`src/rtl/mem_lane_unit_pkg.sv`:
```
// rtl/mem_lane_unit_pkg.sv - shared constants for the load/store lane unit
// Size codes, address-exception codes, FSM state encoding and a size helper.
package mem_lane_unit_pkg;

    localparam logic [1:0] SZ_B = 2'd0;
    localparam logic [1:0] SZ_H = 2'd1;
    localparam logic [1:0] SZ_W = 2'd2;
    localparam logic [1:0] SZ_D = 2'd3;

    localparam logic [4:0] EXC_NONE = 5'd0;
    localparam logic [4:0] EXC_ADEL = 5'd4;
    localparam logic [4:0] EXC_ADES = 5'd5;

    typedef enum logic [1:0] {
        ST_IDLE  = 2'd0,
        ST_BEAT0 = 2'd1,
        ST_BEAT1 = 2'd2,
        ST_RESP  = 2'd3
    } lane_state_e;

    // Access width in bytes for a size code.
    function automatic logic [3:0] size_bytes(input logic [1:0] size);
        return 4'd1 << size;
    endfunction

endpackage

```
`src/rtl/mem_lane_unit_if.sv`:
```
// rtl/mem_lane_unit_if.sv - request, bus and response bundle of the lane unit
// Ports: req_* (pipeline request), bus_* (data-memory beat), rsp_* (completion).
// slave modport is the lane unit; master modport is the pipeline/memory side.
interface mem_lane_unit_if #(
    parameter int DATA_W = 32
);
    localparam int NB = DATA_W / 8;

    logic              req_valid;
    logic              req_ready;
    logic              req_we;
    logic [1:0]        req_size;
    logic              req_signed;
    logic [31:0]       req_addr;
    logic [DATA_W-1:0] req_wdata;

    logic              bus_valid;
    logic              bus_ready;
    logic              bus_we;
    logic [31:0]       bus_addr;
    logic [NB-1:0]     bus_byteen;
    logic [DATA_W-1:0] bus_wdata;
    logic [DATA_W-1:0] bus_rdata;

    logic              rsp_valid;
    logic [DATA_W-1:0] rsp_rdata;
    logic              rsp_exc;
    logic [4:0]        rsp_exc_code;

    modport slave (
        input  req_valid, req_we, req_size, req_signed, req_addr, req_wdata,
        output req_ready,
        output bus_valid, bus_we, bus_addr, bus_byteen, bus_wdata,
        input  bus_ready, bus_rdata,
        output rsp_valid, rsp_rdata, rsp_exc, rsp_exc_code
    );

    modport master (
        output req_valid, req_we, req_size, req_signed, req_addr, req_wdata,
        input  req_ready,
        input  bus_valid, bus_we, bus_addr, bus_byteen, bus_wdata,
        output bus_ready, bus_rdata,
        input  rsp_valid, rsp_rdata, rsp_exc, rsp_exc_code
    );

endinterface

```
`src/rtl/mem_lane_unit_align.sv`:
```
// rtl/mem_lane_unit_align.sv - byte-enable mask and store-data lane shifter
// Ports: i_off (byte offset in beat), i_size (size code), i_wdata (right-justified
// store data); o_mask (2*NB lane enables), o_wdata (2*DATA_W shifted data).
// The low half feeds beat 0, the high half feeds beat 1 of a split access.
module mem_lane_align
    import mem_lane_unit_pkg::*;
#(
    parameter  int DATA_W = 32,
    localparam int NB     = DATA_W / 8,
    localparam int OFF_W  = $clog2(NB)
) (
    input  logic [OFF_W-1:0]    i_off,
    input  logic [1:0]          i_size,
    input  logic [DATA_W-1:0]   i_wdata,
    output logic [2*NB-1:0]     o_mask,
    output logic [2*DATA_W-1:0] o_wdata
);

    logic [2*NB-1:0] w_base;

    always_comb begin
        w_base = '0;
        case (i_size)
            SZ_B:    w_base = (2*NB)'(8'h01);
            SZ_H:    w_base = (2*NB)'(8'h03);
            SZ_W:    w_base = (2*NB)'(8'h0F);
            default: w_base = (2*NB)'(8'hFF);
        endcase
        o_mask  = w_base << i_off;
        o_wdata = {{DATA_W{1'b0}}, i_wdata} << {i_off, 3'b000};
    end

endmodule

```
`src/rtl/mem_lane_unit.sv`:
```
// rtl/mem_lane_unit.sv - M-stage load/store lane unit with bus handshake
// Ports: clk, reset (async, active-high), lane (mem_lane_unit_if.slave):
// accepts one sized request in IDLE, issues one or two bus beats, then pulses
// rsp_valid with extended load data or an address exception.
module mem_lane_unit
    import mem_lane_unit_pkg::*;
#(
    parameter int DATA_W           = 32,
    parameter bit SPLIT_MISALIGNED = 1'b0
) (
    input  logic           clk,
    input  logic           reset,
    mem_lane_unit_if.slave lane
);

    localparam int NB    = DATA_W / 8;
    localparam int OFF_W = $clog2(NB);

    lane_state_e         r_state, w_state_next;
    logic                r_we, r_signed;
    logic [1:0]          r_size;
    logic [OFF_W-1:0]    r_off;
    logic [31:0]         r_base;
    logic [DATA_W-1:0]   r_wdata;
    logic [2*DATA_W-1:0] r_rdata;
    logic [DATA_W-1:0]   r_rsp_rdata;
    logic                r_rsp_exc;
    logic [4:0]          r_rsp_code;

    logic                w_accept, w_exc, w_misalign, w_size_bad, w_split;
    logic [3:0]          w_bytes;
    logic [2*NB-1:0]     w_mask;
    logic [2*DATA_W-1:0] w_wide_wdata, w_rdata_next;
    logic [DATA_W-1:0]   w_low, w_keep, w_ext;
    logic                w_sign, w_beat_done;

    mem_lane_align #(.DATA_W(DATA_W)) u_align (
        .i_off   (r_off),
        .i_size  (r_size),
        .i_wdata (r_wdata),
        .o_mask  (w_mask),
        .o_wdata (w_wide_wdata)
    );

    assign lane.req_ready = (r_state == ST_IDLE) & ~reset;
    assign w_accept       = lane.req_valid & lane.req_ready;

    // Exception checks are made on the live request so no beat is ever issued.
    assign w_bytes    = size_bytes(lane.req_size);
    assign w_size_bad = (lane.req_size == SZ_D) && (DATA_W < 64);
    assign w_misalign = (lane.req_addr[3:0] & (w_bytes - 4'd1)) != 4'd0;
    assign w_exc      = w_size_bad | (w_misalign & ~SPLIT_MISALIGNED);

    // Any enabled lane in the upper half means the access crosses the beat.
    assign w_split     = |w_mask[2*NB-1:NB];
    assign w_beat_done = ((r_state == ST_BEAT0) || (r_state == ST_BEAT1)) && lane.bus_ready;

    // Merge the beat being accepted now so the response can be registered
    // on the same edge that enters RESP.
    always_comb begin
        w_rdata_next = r_rdata;
        if (r_state == ST_BEAT0) w_rdata_next[DATA_W-1:0]        = lane.bus_rdata;
        if (r_state == ST_BEAT1) w_rdata_next[2*DATA_W-1:DATA_W] = lane.bus_rdata;
        w_low = DATA_W'(w_rdata_next >> {r_off, 3'b000});
        case (r_size)
            SZ_B:    begin w_keep = DATA_W'(64'hFF);        w_sign = w_low[7];        end
            SZ_H:    begin w_keep = DATA_W'(64'hFFFF);      w_sign = w_low[15];       end
            SZ_W:    begin w_keep = DATA_W'(64'hFFFF_FFFF); w_sign = w_low[31];       end
            default: begin w_keep = '1;                     w_sign = w_low[DATA_W-1]; end
        endcase
        w_ext = (w_low & w_keep) | ((r_signed & w_sign) ? ~w_keep : '0);
    end

    always_ff @(posedge clk or posedge reset) begin
        if (reset) r_state <= ST_IDLE;
        else       r_state <= w_state_next;
    end

    always_comb begin
        w_state_next    = r_state;
        lane.bus_valid  = 1'b0;
        lane.bus_we     = 1'b0;
        lane.bus_addr   = '0;
        lane.bus_byteen = '0;
        lane.bus_wdata  = '0;
        case (r_state)
            ST_IDLE: begin
                if (w_accept) w_state_next = w_exc ? ST_RESP : ST_BEAT0;
            end
            ST_BEAT0: begin
                lane.bus_valid  = 1'b1;
                lane.bus_we     = r_we;
                lane.bus_addr   = r_base;
                lane.bus_byteen = w_mask[NB-1:0];
                lane.bus_wdata  = w_wide_wdata[DATA_W-1:0];
                if (lane.bus_ready) w_state_next = w_split ? ST_BEAT1 : ST_RESP;
            end
            ST_BEAT1: begin
                lane.bus_valid  = 1'b1;
                lane.bus_we     = r_we;
                lane.bus_addr   = r_base + 32'(NB);
                lane.bus_byteen = w_mask[2*NB-1:NB];
                lane.bus_wdata  = w_wide_wdata[2*DATA_W-1:DATA_W];
                if (lane.bus_ready) w_state_next = ST_RESP;
            end
            default: w_state_next = ST_IDLE;
        endcase
    end

    always_ff @(posedge clk or posedge reset) begin
        if (reset) begin
            r_we        <= 1'b0;
            r_signed    <= 1'b0;
            r_size      <= SZ_B;
            r_off       <= '0;
            r_base      <= '0;
            r_wdata     <= '0;
            r_rdata     <= '0;
            r_rsp_rdata <= '0;
            r_rsp_exc   <= 1'b0;
            r_rsp_code  <= EXC_NONE;
        end else begin
            if (w_accept) begin
                r_we     <= lane.req_we;
                r_signed <= lane.req_signed;
                r_size   <= lane.req_size;
                r_off    <= lane.req_addr[OFF_W-1:0];
                r_base   <= lane.req_addr & ~32'(NB - 1);
                r_wdata  <= lane.req_wdata;
                r_rdata  <= '0;
            end
            if (w_accept && w_exc) begin
                r_rsp_rdata <= '0;
                r_rsp_exc   <= 1'b1;
                r_rsp_code  <= lane.req_we ? EXC_ADES : EXC_ADEL;
            end
            if (w_beat_done) r_rdata <= w_rdata_next;
            if (w_beat_done && (w_state_next == ST_RESP)) begin
                r_rsp_rdata <= r_we ? '0 : w_ext;
                r_rsp_exc   <= 1'b0;
                r_rsp_code  <= EXC_NONE;
            end
        end
    end

    assign lane.rsp_valid    = (r_state == ST_RESP);
    assign lane.rsp_rdata    = r_rsp_rdata;
    assign lane.rsp_exc      = r_rsp_exc;
    assign lane.rsp_exc_code = r_rsp_code;

endmodule

```
`src/flat_wrapper.sv`:
```
// flat-port wrapper written by rule: the top's interface ports become plain ports
module mem_lane_unit_flat import mem_lane_unit_pkg::*;
#(
    parameter int DATA_W           = 32,
    parameter bit SPLIT_MISALIGNED = 1'b0
)
  (clk, reset, lane_req_valid, lane_req_we, lane_req_size, lane_req_signed, lane_req_addr, lane_req_wdata, lane_req_ready, lane_bus_valid, lane_bus_we, lane_bus_addr, lane_bus_byteen, lane_bus_wdata, lane_bus_ready, lane_bus_rdata, lane_rsp_valid, lane_rsp_rdata, lane_rsp_exc, lane_rsp_exc_code);
  mem_lane_unit_if #(.DATA_W(DATA_W)) lane_i ();
  input  logic clk;
  input  logic reset;
  input wire logic [$bits(lane_i.req_valid)-1:0] lane_req_valid;
  input wire logic [$bits(lane_i.req_we)-1:0] lane_req_we;
  input wire logic [$bits(lane_i.req_size)-1:0] lane_req_size;
  input wire logic [$bits(lane_i.req_signed)-1:0] lane_req_signed;
  input wire logic [$bits(lane_i.req_addr)-1:0] lane_req_addr;
  input wire logic [$bits(lane_i.req_wdata)-1:0] lane_req_wdata;
  output wire logic [$bits(lane_i.req_ready)-1:0] lane_req_ready;
  output wire logic [$bits(lane_i.bus_valid)-1:0] lane_bus_valid;
  output wire logic [$bits(lane_i.bus_we)-1:0] lane_bus_we;
  output wire logic [$bits(lane_i.bus_addr)-1:0] lane_bus_addr;
  output wire logic [$bits(lane_i.bus_byteen)-1:0] lane_bus_byteen;
  output wire logic [$bits(lane_i.bus_wdata)-1:0] lane_bus_wdata;
  input wire logic [$bits(lane_i.bus_ready)-1:0] lane_bus_ready;
  input wire logic [$bits(lane_i.bus_rdata)-1:0] lane_bus_rdata;
  output wire logic [$bits(lane_i.rsp_valid)-1:0] lane_rsp_valid;
  output wire logic [$bits(lane_i.rsp_rdata)-1:0] lane_rsp_rdata;
  output wire logic [$bits(lane_i.rsp_exc)-1:0] lane_rsp_exc;
  output wire logic [$bits(lane_i.rsp_exc_code)-1:0] lane_rsp_exc_code;
  assign lane_i.req_valid = lane_req_valid;
  assign lane_i.req_we = lane_req_we;
  assign lane_i.req_size = lane_req_size;
  assign lane_i.req_signed = lane_req_signed;
  assign lane_i.req_addr = lane_req_addr;
  assign lane_i.req_wdata = lane_req_wdata;
  assign lane_req_ready = lane_i.req_ready;
  assign lane_bus_valid = lane_i.bus_valid;
  assign lane_bus_we = lane_i.bus_we;
  assign lane_bus_addr = lane_i.bus_addr;
  assign lane_bus_byteen = lane_i.bus_byteen;
  assign lane_bus_wdata = lane_i.bus_wdata;
  assign lane_i.bus_ready = lane_bus_ready;
  assign lane_i.bus_rdata = lane_bus_rdata;
  assign lane_rsp_valid = lane_i.rsp_valid;
  assign lane_rsp_rdata = lane_i.rsp_rdata;
  assign lane_rsp_exc = lane_i.rsp_exc;
  assign lane_rsp_exc_code = lane_i.rsp_exc_code;
  mem_lane_unit #(.DATA_W(DATA_W), .SPLIT_MISALIGNED(SPLIT_MISALIGNED)) u_core (.clk(clk), .reset(reset), .lane(lane_i));
endmodule
```
`config.mk`:
```
export PLATFORM = sky130hd
export DESIGN_NAME = mem_lane_unit_flat
export DESIGN_NICKNAME = d
export VERILOG_FILES = /design/src/rtl/mem_lane_unit_pkg.sv /design/src/rtl/mem_lane_unit_if.sv /design/src/rtl/mem_lane_unit_align.sv /design/src/rtl/mem_lane_unit.sv /design/src/flat_wrapper.sv
export SDC_FILE = /design/constraint.sdc
export NUM_CORES = 1
export LEC_CHECK = 0
export BUFFER_PORTS_ARGS = -buffer_cell sky130_fd_sc_hd__buf_2
export CAP_MARGIN = 0
export CORE_MARGIN = 2
export CORE_UTILIZATION = 40
export DETAILED_ROUTE_END_ITERATION = 8
export SLEW_MARGIN = 15
export SYNTH_ARGS = -nofsm -noshare
export SYNTH_HDL_FRONTEND = slang
export SYNTH_SLANG_ARGS = --single-unit
```
`constraint.sdc`:
```
create_clock -name clk -period 18.6 [get_ports clk]
set_clock_uncertainty 0.05 [all_clocks]
set_input_delay 5.58 -clock clk [delete_from_list [all_inputs] [get_ports clk]]
set_output_delay 5.58 -clock clk [all_outputs]
set_load 0.005 [all_outputs]
```
==> PnR_summary.wiki <==
{| class="wikitable"
! Metric !! Value
|-
| First-pass iteration count of the detailed router || 4
|-
| Detailed Place HPWL || 20020 µm
|-
| Die Area || 25330 µm²
|-
| Setup total negative slack || 0 ns
|-
| Setup violation total in the final timing report || 0
|-
| Stages on the worst setup path || 3
|-
| Combined buffer and inverter count along the critical path || 2
|-
| Count of nets after finishing || 1317
|-
| Overall fraction of global-route tracks in use || 24.15%
|-
| Sequential element share of the synthesized area || 41.57%
|-
| H-Tree Level Count || 4
|-
| Final number of max-transition violations || 0
|-
| Weighted congestion at the end of routability-driven global placement || 0.8034
|-
| Area of combinational cells with multiple inputs || 5186 µm²
|-
| Worst setup margin || 7.031 ns
|-
| Deepest clock path buffer count || 2
|-
| Residual antenna-violating net count after detailed routing || 0
|-
| Worst VDD drop || 0.00007942 V
|-
| Critical path required time || 12.97 ns
|-
| Layout overhead on the synthesized area || 18.94%
|-
| Cell type with the largest total area after synthesis || sky130_fd_sc_hd__dfrtp_1
|-
| Number of enable-type register cells in the synthesized netlist || 0
|-
| Setup crit end kind || output pin
|-
| Number of instances in the synthesized netlist || 1052
|-
| Leading post-synthesis cells by instance count || 257 x sky130_fd_sc_hd__nand2_1, 160 x sky130_fd_sc_hd__dfrtp_1, 83 x sky130_fd_sc_hd__mux2i_1
|-
| Number of hold violations in the final report || 0
|-
| Number of global-route vias before repair || 8522
|-
| Clock Latency Late Sink || 0.44 ns
|-
| DIE WIDTH || 159.2 µm
|-
| Buffers inserted during post-CTS setup optimization || 0
|-
| Fraction of post-synthesis cell area in the top cell type by area || 41.57%
|-
| Master cell of the clock root buffer || sky130_fd_sc_hd__clkbuf_16
|-
| Cell Area, Synth || 9630 µm²
|-
| Setup repair after global routing missed its margin || no
|-
| First-pass GRT wire length || 48440 µm
|-
| Result of the run || completed
|-
| TritonCTS clock tree || done
|-
| Effective utilization at floorplan || 40.91%
|-
| Worst slew margin relative to its limit || 27.42%
|-
| Period Utilization, post-route || 62.20%
|-
| Category of the critical setup timing path || in -> out
|-
| Delay-heaviest family, CP || buffers and inverters
|-
| Clock tree sinks || 160
|-
| Reported max-cap violation count || 0
|-
| Detail-routed net length per standard cell || 19.58 µm
|-
| Flip-flop and latch count after synthesis || 160
|-
| Yosys warning total || 0
|-
| Dominant cell by count in the synthesized netlist || sky130_fd_sc_hd__nand2_1
|-
| Detailed router's first-iteration violation count || 657
|-
| Area occupied by registers || 4009 µm²
|-
| Worst slack at placement || 7.031 ns
|-
| Overall overflow remaining after global route || 0
|-
| Startpoint kind of the worst setup timing path || input pin
|-
| Site row count || 56
|-
| Leakage dissipation || 5.443 nW
|-
| Cell area power density || 175.3 nW/µm²
|-
| Final min period || 11.57 ns
|-
| Number of buffers inserted by port buffering || 208
|-
| Routed vias/inst || 5.624
|-
| Worst hold slack || 0.4341 ns
|-
| Most instantiated flip-flop cell in the synthesis netlist || sky130_fd_sc_hd__dfrtp_1
|-
| Per-instance average area after synthesis || 9.154 µm²
|-
| Clock buffers created by TritonCTS || 17
|-
| Maximum cell stage delay along the critical path || 0.14 ns
|-
| CP max FO || 5
|-
| I/O pin count || 214
|-
| Top area cells in the synthesized netlist || sky130_fd_sc_hd__dfrtp_1 42%, sky130_fd_sc_hd__nand2_1 10%, sky130_fd_sc_hd__mux2i_1 8.6%
|-
| Residual DRC || 0
|-
| Critical Path Slowest Stage Cell || sky130_fd_sc_hd__buf_2
|-
| Fraction of final layout cells with drive strength greater than 1 || 25.66%
|-
| Worst slew pin tran || 1.086 ns
|-
| Pin count of the biggest net entering global routing || 111
|-
| Async set or reset register ratio after synthesis || 100.0%
|-
| Antenna violations before repair || 7
|-
| Via count || 8684
|-
| Cell mode on critical path || sky130_fd_sc_hd__buf_2
|-
| Core box area || 23540 µm²
|-
| Clock edge transition at the registers on the reported setup and hold paths || 0.06 ns
|-
| Hold buffer count at CTS || 0
|-
| Count of different cell masters after synthesis || 60
|-
| Critical-path cell list || buf_2 -> nor2b_1 -> buf_2
|-
| Depth of the worst register-to-register path || 8
|-
| Number of resized instances in the post-cts repair step || 0
|-
| Timing-limited maximum frequency || 0.08643 GHz
|-
| Height of the chip || 159.2 µm
|-
| Total wire length || 30230 µm
|-
| Layout fillers || 2360
|-
| WP data arrival || 5.94 ns
|-
| Type of the tightest min-delay check || reg -> reg
|-
| Hold Path Stages || 1
|}
[through the flow]
step           util, %  power [W]  area, µm²  instances
3_3_place_gp     45.93   0.001630      10810       1506
5_1_grt          48.64   0.002161      11450       1543
4_1_cts          48.49   0.002022      11410       1538
2_1_floorplan        -   0.001326       9646       1056
3_5_place_dp     45.93   0.001647      10810       1506
6_report         48.66   0.002009      11450       1544
[cell type report]
| type | instances | area share [%] |
|---|---|---|
| repair buffers | 226 | 10.44 |
| multi-input cells | 790 | 45.28 |
| clock buffers | 18 | 3.747 |
| clock inverters | 14 | 1.507 |
| well taps | 319 | 3.484 |
| flip-flops and latches | 160 | 35.00 |
| diodes | 5 | 0.1092 |
| inverters | 12 | 0.4369 |
[path summary, 6_finish.rpt]
path	startpoint	to	slack, ns
worst max-delay path	reset	lane_req_ready	7.03
worst min-delay path	u_core.lane.rsp_rdata[1]$_DFFE_PP0P_	u_core.lane.rsp_rdata[1]$_DFFE_PP0P_	0.43
worst max register to register	u_core.r_state[1]$_DFF_PP0_	u_core.lane.rsp_rdata[26]$_DFFE_PP0P_	15.33
worst min register to register	u_core.lane.rsp_rdata[1]$_DFFE_PP0P_	u_core.lane.rsp_rdata[1]$_DFFE_PP0P_	0.43
max in group asynchronous	reset	u_core.r_rdata[5]$_DFFE_PP0P_	11.94
min in group asynchronous	reset	u_core.r_base[14]$_DFFE_PP0P_	5.14
[layout by cell type (no fill, tap or decap), drive strengths merged, types with 10 or more instances in the layout]
master / Yosys / final
a31oi: 11 / 11
a211oi: 17 / 17
clkbuf: 53 / 18
mux4: 14 / 14
o2bb2ai: 15 / 15
mux2: 23 / 23
buf: 41 / 226
a21oi: 20 / 20
a22o: 59 / 59
inv: 11 / 18
o211ai: 17 / 17
nor2b: 12 / 12
mux2i: 83 / 83
o21ai: 61 / 61
dfrtp: 160 / 160
nand3: 28 / 28
nand2: 257 / 257
a32o: 19 / 19
nor2: 44 / 44
nand4: 10 / 10
[per-layer routing]
layer / track usage, % / wire length (µm) / share of wire [%]
met5: 0 / 29 / 0.096
met1: 32.21 / 13490 / 45
met4: 8.554 / 704 / 2.3
met2: 38.97 / 14420 / 48
met3: 5.158 / 1582 / 5.2
[power breakdown]
group	total (W)	switching, W	internal, W
Sequential	0.000655	0.000155	0.000500
Combinational	0.000986	0.000563	0.000423
Clock	0.000367	0.000164	0.000203
Total	0.00201	0.000883	0.00113
[flip-flops by register name, summed over array words and instances (netlist names)]
name and count:
u_core.r_size 2, u_core.r_rdata 56, u_core.lane.rsp_rdata 32, u_core.r_state 2, u_core.r_signed 1, u_core.r_off 2
u_core.r_base 30, u_core.r_wdata 32, u_core.lane.rsp_exc_code 2, u_core.r_we 1
[cell families after synthesis]
group                      after synthesis  share of synthesized area [%]
other                                    1                        0.03894
DFF                                    160                          41.57
xor gates and xnor gates                 3                         0.2729
muxes                                  120                          14.59
buffers and inverters                  106                          4.976
adders and majority gates                6                         0.7795
and+or+nand+nor                        395                          17.70
AOI/OAI and AO/OA                      261                          20.07
Power figures use the tool's default switching activity.
